===== src/rtl/stream_mux_rr.sv =====
// N-channel valid/ready stream multiplexer with a single-entry registered output,
// fixed-select or round-robin arbitration, and a wrapping transfer counter.
module stream_mux_rr #(
  parameter int unsigned WIDTH = 8,
  parameter int unsigned NCH   = 4,
  parameter int unsigned SELW  = $clog2(NCH),
  parameter int unsigned CNTW  = 16
) (
  input  logic                   clk,
  input  logic                   rst_n,
  input  logic                   mode,
  input  logic [SELW-1:0]        sel,
  input  logic [NCH*WIDTH-1:0]   in_data,
  input  logic [NCH-1:0]         in_valid,
  output logic [NCH-1:0]         in_ready,
  output logic [WIDTH-1:0]       out_data,
  output logic                   out_valid,
  input  logic                   out_ready,
  output logic [SELW-1:0]        out_ch,
  output logic [CNTW-1:0]        xfer_cnt
);

  logic [SELW-1:0]        ptr;
  logic [SELW-1:0]        rr_ch;
  logic                   rr_ok;
  logic                   fx_ok;
  logic [SELW-1:0]        cand;
  logic                   cand_ok;
  logic                   load_en;
  logic                   grant;
  logic [WIDTH-1:0]       cand_data;
  logic [(1<<SELW)-1:0]   valid_pad;

  // Zero-extended valid vector so out-of-range sel values read as not valid.
  always_comb begin
    valid_pad            = '0;
    valid_pad[NCH-1:0]   = in_valid;
    fx_ok                = (32'(sel) < NCH) && valid_pad[sel];
  end

  // Scan ptr+1, ptr+2, ... modulo NCH; the first valid channel wins.
  always_comb begin
    rr_ch = ptr;
    rr_ok = 1'b0;
    for (int unsigned k = 1; k <= NCH; k++) begin
      if (!rr_ok && in_valid[(32'(ptr) + k) % NCH]) begin
        rr_ok = 1'b1;
        rr_ch = SELW'((32'(ptr) + k) % NCH);
      end
    end
  end

  always_comb begin
    cand      = mode ? rr_ch : sel;
    cand_ok   = mode ? rr_ok : fx_ok;
    load_en   = !out_valid || out_ready;
    grant     = rst_n && load_en && cand_ok;
    cand_data = in_data[32'(cand)*WIDTH +: WIDTH];
    in_ready  = '0;
    for (int unsigned i = 0; i < NCH; i++) begin
      in_ready[i] = grant && (32'(cand) == i);
    end
  end

  always_ff @(posedge clk or negedge rst_n) begin
    if (!rst_n) begin
      out_data  <= '0;
      out_valid <= 1'b0;
      out_ch    <= '0;
      xfer_cnt  <= '0;
      ptr       <= SELW'(NCH - 1);
    end else begin
      // A grant only happens when the register is empty or draining this cycle.
      if (grant) begin
        out_data  <= cand_data;
        out_ch    <= cand;
        out_valid <= 1'b1;
        if (mode) begin
          ptr <= cand;
        end
      end else if (out_valid && out_ready) begin
        out_valid <= 1'b0;
      end
      if (out_valid && out_ready) begin
        xfer_cnt <= xfer_cnt + CNTW'(1);
      end
    end
  end

endmodule

===== config.mk =====
export PLATFORM = sky130hd
export DESIGN_NAME = stream_mux_rr
export DESIGN_NICKNAME = d
export VERILOG_FILES = /design/src/rtl/stream_mux_rr.sv
export SDC_FILE = /design/constraint.sdc
export NUM_CORES = 1
export LEC_CHECK = 0
export BUFFER_PORTS_ARGS = -buffer_cell sky130_fd_sc_hd__buf_2
export CAP_MARGIN = 20
export CORE_ASPECT_RATIO = 0.9
export CORE_UTILIZATION = 53
export DETAILED_ROUTE_END_ITERATION = 16
export GPL_ROUTABILITY_DRIVEN = 0
export HOLD_SLACK_MARGIN = 0.05
export PLACE_DENSITY = 0.87
export RECOVER_POWER = 50
export SETUP_SLACK_MARGIN = 0.2
export SLEW_MARGIN = 20
export SYNTH_ARGS = -nofsm -noshare
export SYNTH_HDL_FRONTEND = slang
export SYNTH_SLANG_ARGS = --single-unit
export TNS_END_PERCENT = 10

===== constraint.sdc =====
create_clock -name clk -period 6.1 [get_ports clk]
set_input_delay 0.915 -clock clk [delete_from_list [all_inputs] [get_ports clk]]
set_output_delay 0.915 -clock clk [all_outputs]
set_load 0.05 [all_outputs]

# Yosys cells after proc, flatten, opt, wreduce, memory -nomap -nowiden
# Cells that the tools add are included.
[classes]
addsub = 5
n_lt_le_gt_ge = 5
eq_ne = 3
n_shift = 1
muxes = 22
n_reduce_logical = 18
[op_table]
columns = ["cell", "n"]
rows = [
  ["32-bit by 6-bit indexed part select with 8-bit output", 1],
  ["16-bit by 1-bit adder with 16-bit output (second input constant)", 1],
  ["2-bit by 3-bit < comparator with 1-bit output (second input constant)", 5],
  ["1-bit 2-to-1 mux", 12],
  ["1-bit binary-select mux with 2-bit select", 5],
  ["1-bit logical AND", 10],
  ["2-bit 2-to-1 mux", 5],
  ["2-bit by 1-bit adder with 2-bit output (second input constant)", 2],
  ["2-bit adder (second input constant)", 2],
  ["2-bit == test (second input constant)", 2],
  ["1-bit zero test", 4],
  ["2-bit by 1-bit == test with 1-bit output (second input constant)", 1],
  ["2-bit zero test", 1],
  ["2-bit AND reduction", 1],
  ["2-bit nonzero test", 1],
  ["1-bit logical OR", 1],
]
[word_totals]
ff_bits = 29
output_inout_bits = 31
word_cells = 59

# Logic depth before layout (Yosys ltp)
[depth]
ltp_word = 16
ltp_mapped = 8
ltp_nobuf = 6

# Worst setup path after synthesis
# No wires, ideal clock.
[synth_path]
kind = "input port to output port"
start = "input port sel[0]"
end = "output port in_ready[2]"
arrival_ns = 2.773
path_slack_ns = 2.412
path_stages = 5
path_cell_list = "mux4_1 nor2_1 a211o_4 buf_2 nor3_1"
[synth_between]
elab_chain_len = 5
elab_cells_between_ends = 7
[synth_lines]
columns = ["element", "line", "rtl"]
rows = [
  ["start, declared", "12", "input logic [SELW-1:0] sel,"],
  ["1-bit binary-select mux with 2-bit select", "38", "fx_ok = (32'(sel) < NCH) && valid_pad[sel];"],
  ["1-bit 2-to-1 mux (implied by the code)", "38", ""],
  ["1-bit 2-to-1 mux", "55", "cand_ok = mode ? rr_ok : fx_ok;"],
  ["1-bit logical AND", "57", "grant = rst_n && load_en && cand_ok;"],
  ["1-bit logical AND (*)", "61", "in_ready[i] = grant && (32'(cand) == i);"],
  ["end, declared", "15", "output logic [NCH-1:0] in_ready,"],
]
# Every way passes the cells marked *; elsewhere a longest branch is shown, timed or not. The select of a mux whose other input is x is not followed.

# Final worst setup path
[layout_path]
start = "input port rst_n"
end = "output port in_ready[0]"
[layout_between]
elab_chain_len = 3
[layout_lines]
columns = ["element", "line", "rtl"]
rows = [
  ["start, declared", "10", "input logic rst_n,"],
  ["1-bit logical AND (2 in a row)", "57", ""],
  ["1-bit logical AND", "61", ""],
]
# No other way between the ends.

==> impl_metrics.json <==
{
  "outcome": "finished with violations",
  "violations": "max-capacitance violations",
  "dp_cells": 305,
  "fin_cells": 313,
  "die_y_um": 58.8,
  "critPathLaunch": "rst_n",
  "syn2layout_area_growth_pct": 21.4,
  "worst_slack_ns": 1.93,
  "drc": 0,
  "hp-start": "xfer_cnt[15]",
  "ys.flop_type": "dfrtp_1",
  "grt_overflow": 0,
  "ys_warn_count": 0,
  "dieArea_sq_um": 3830,
  "layout_min_cycle_time_ns": 4.17,
  "cp_data_arrival_time_ns": 3.25,
  "fin_nets": 311,
  "grt_use_met1": 0.351,
  "rsz0062_at_grt": "no",
  "start_util": 0.559,
  "grt_max_degree": 31,
  "yosysSeqAreaShare": 0.383,
  "synthArstFlopShare": 1.00,
  "setup.worst_path.start_class": "input port",
  "totalWireLength_mm": 4.37,
  "finalHoldViolations": 0,
  "cts_buffers": 5,
  "avgSynthCellArea_sq_um": 9.47,
  "final.setup.tns_ns": 0,
  "first_global_vias": 1588,
  "antenna_found_initial": 0,
  "required_ns": 5.18,
  "reg2reg_depth": 6,
  "worstMarginPinSlew_ns": 1.50,
  "regArea_sq_um": 728,
  "syn-cell-area_sq_um": 1900,
  "ys_types": 42,
  "port-buffer-count": 72,
  "htree_levels": 2,
  "dp_hpwl_mm": 3.33,
  "cp-end-kind": "output pin",
  "first_pass_iters": 4,
  "track_usage": 0.248,
  "synth_fp_nets": 244,
  "grt.met3_usage": 0.0620,
  "clk_path_buf_depth": 2,
  "ys_seq_elements": 29,
  "power_density_nw_per_um2": 405,
  "rows": 20,
  "multi_input_area_sq_um": 1090,
  "slew_headroom": 0.00116,
  "pre_cts_slack_ns": 2.58,
  "power.leakage_uw": 0.00113,
  "ant_nets": 0,
  "ios": 73,
  "maxCapViolCount": 1,
  "min_path_type": "flip-flop to flip-flop",
  "critical_path.max_fanout": 30,
  "antenna_cells": 0,
  "drt_iter0_drc": 114,
  "slew_viol_final": 0,
  "fin_crit_sh": 0.684,
  "grt_pass1_wl_mm": 7.30,
  "layout_commonest_cell": "buf_2",
  "clk_latency_ns": 0.28,
  "fmaxAchievable_mhz": 240,
  "cts_resized": 0,
  "layout_common_cells": "buf_2 (67), nand2_1 (27), dfrtp_1 (27)",
  "synth_edf_count": 0,
  "avgViaCountPerCell": 5.73,
  "post-route-util": 0.679,
  "finalClockSkew_ns": 0.00867,
  "path_class": "input port to output pin",
  "vias": 1795,
  "use_met2": 0.383,
  "grt_busiest_layer": "met2",
  "netlist_instances": 201,
  "post-cts-setup-buffer-count": 0,
  "routedWlPerCell_um": 14.0,
  "cts_tree": "built",
  "postCtsHoldBufs": 0,
  "r2r_start": "ptr[0]",
  "peakVddDrop_uv": 189,
  "clk_pin_slew_ns": 0.06,
  "drive_above_1_share": 0.357,
  "cts_root_buf": "clkbuf_8",
  "core_area_sq_um": 3400,
  "setup_viol": 0,
  "whs_path_depth": 1,
  "cts.sinks": 29,
  "fillers": 316,
  "die_x_um": 65.2
}
[final timing paths]
check                      slack (ns)      endpoint
max                              1.93   in_ready[0]
max reg2reg                      3.97   out_data[3]
min in group asynchronous        0.99   out_data[5]
min reg2reg                      0.46  xfer_cnt[15]
max in group asynchronous        4.23   xfer_cnt[4]
min                              0.46  xfer_cnt[15]
[worst max-delay path: stages]
cell and delay (ns):
clkbuf_1 1.07, nand2_1 0.29, a211oi_1 0.46, nand2_1 0.15
nor2_1 0.10, buf_2 0.26
[Yosys cell counts (2+ instances only)]
cell | number | area share
and3_1 | 19 | 0.062
buf_2 | 5 | 0.013
buf_6 | 4 | 0.024
clkbuf_1 | 2 | 0.0039
dfrtp_1 | 27 | 0.36
dfstp_2 | 2 | 0.028
mux2_2 | 2 | 0.012
nand2_1 | 27 | 0.053
nand2b_1 | 3 | 0.0099
nand3_1 | 4 | 0.011
nand4_1 | 2 | 0.0066
nor2_1 | 13 | 0.026
nor2b_1 | 4 | 0.013
nor3_1 | 5 | 0.013
o21a_1 | 2 | 0.0079
o21ai_0 | 18 | 0.047
o21ai_1 | 2 | 0.0053
o31ai_1 | 16 | 0.063
o31ai_2 | 8 | 0.053
xnor2_1 | 11 | 0.051
xor2_1 | 4 | 0.018
[stage by stage]
stage / cell area (sq um) / hold WS, ns / power (uW)
final: 2310 / 0.465 / 935
after global routing: 2310 / 0.492 / 995
after CTS: 2320 / 0.470 / 941
after detailed placement: 2230 / 0.462 / 791
after global placement: 2230 / 0.456 / 780
after floorplan: 1900 / 0.619 / 694
[layer usage]
metal | vias to the layer above | share of wire
li1 | 865 | -
met1 | 834 | 0.47
met2 | 90 | 0.45
met3 | 6 | 0.074
met4 | 0 | 0.012
met5 | - | 0
[final cells by class]
type                       count  share of cell area
multi-input combinational    160               0.472
clock buffer                   6              0.0314
timing repair buffer          72               0.153
clock inverter                 2             0.00433
tap                           44              0.0238
sequential                    29               0.315
[state kept, by name, summed over array words and instances, names as in the netlist]
name,count
out_valid,1
out_data,8
out_ch,2
xfer_cnt,16
ptr,2
[cell families (layout without fill, tap and decap cells)]
family / after synthesis / after routing / share of synthesized area
AOI/OAI and AO/OA: 55 / 55 / 0.223
xor gates and xnor gates: 15 / 15 / 0.0690
adders and majority gates: 1 / 1 / 0.00657
buffers and inverters: 12 / 80 / 0.0447
DFF: 29 / 29 / 0.383
muxes: 5 / 5 / 0.0427
and+or+nand+nor: 84 / 84 / 0.231
[power breakdown]
part           leakage, uW  internal [uW]  switching (uW)  total (uW)
sequential        0.000370            251            57.0         308
clock            0.0000450           78.7            68.3         147
combinational     0.000720            151             329         480
Note: power is estimated with default switching activity, not from simulation.
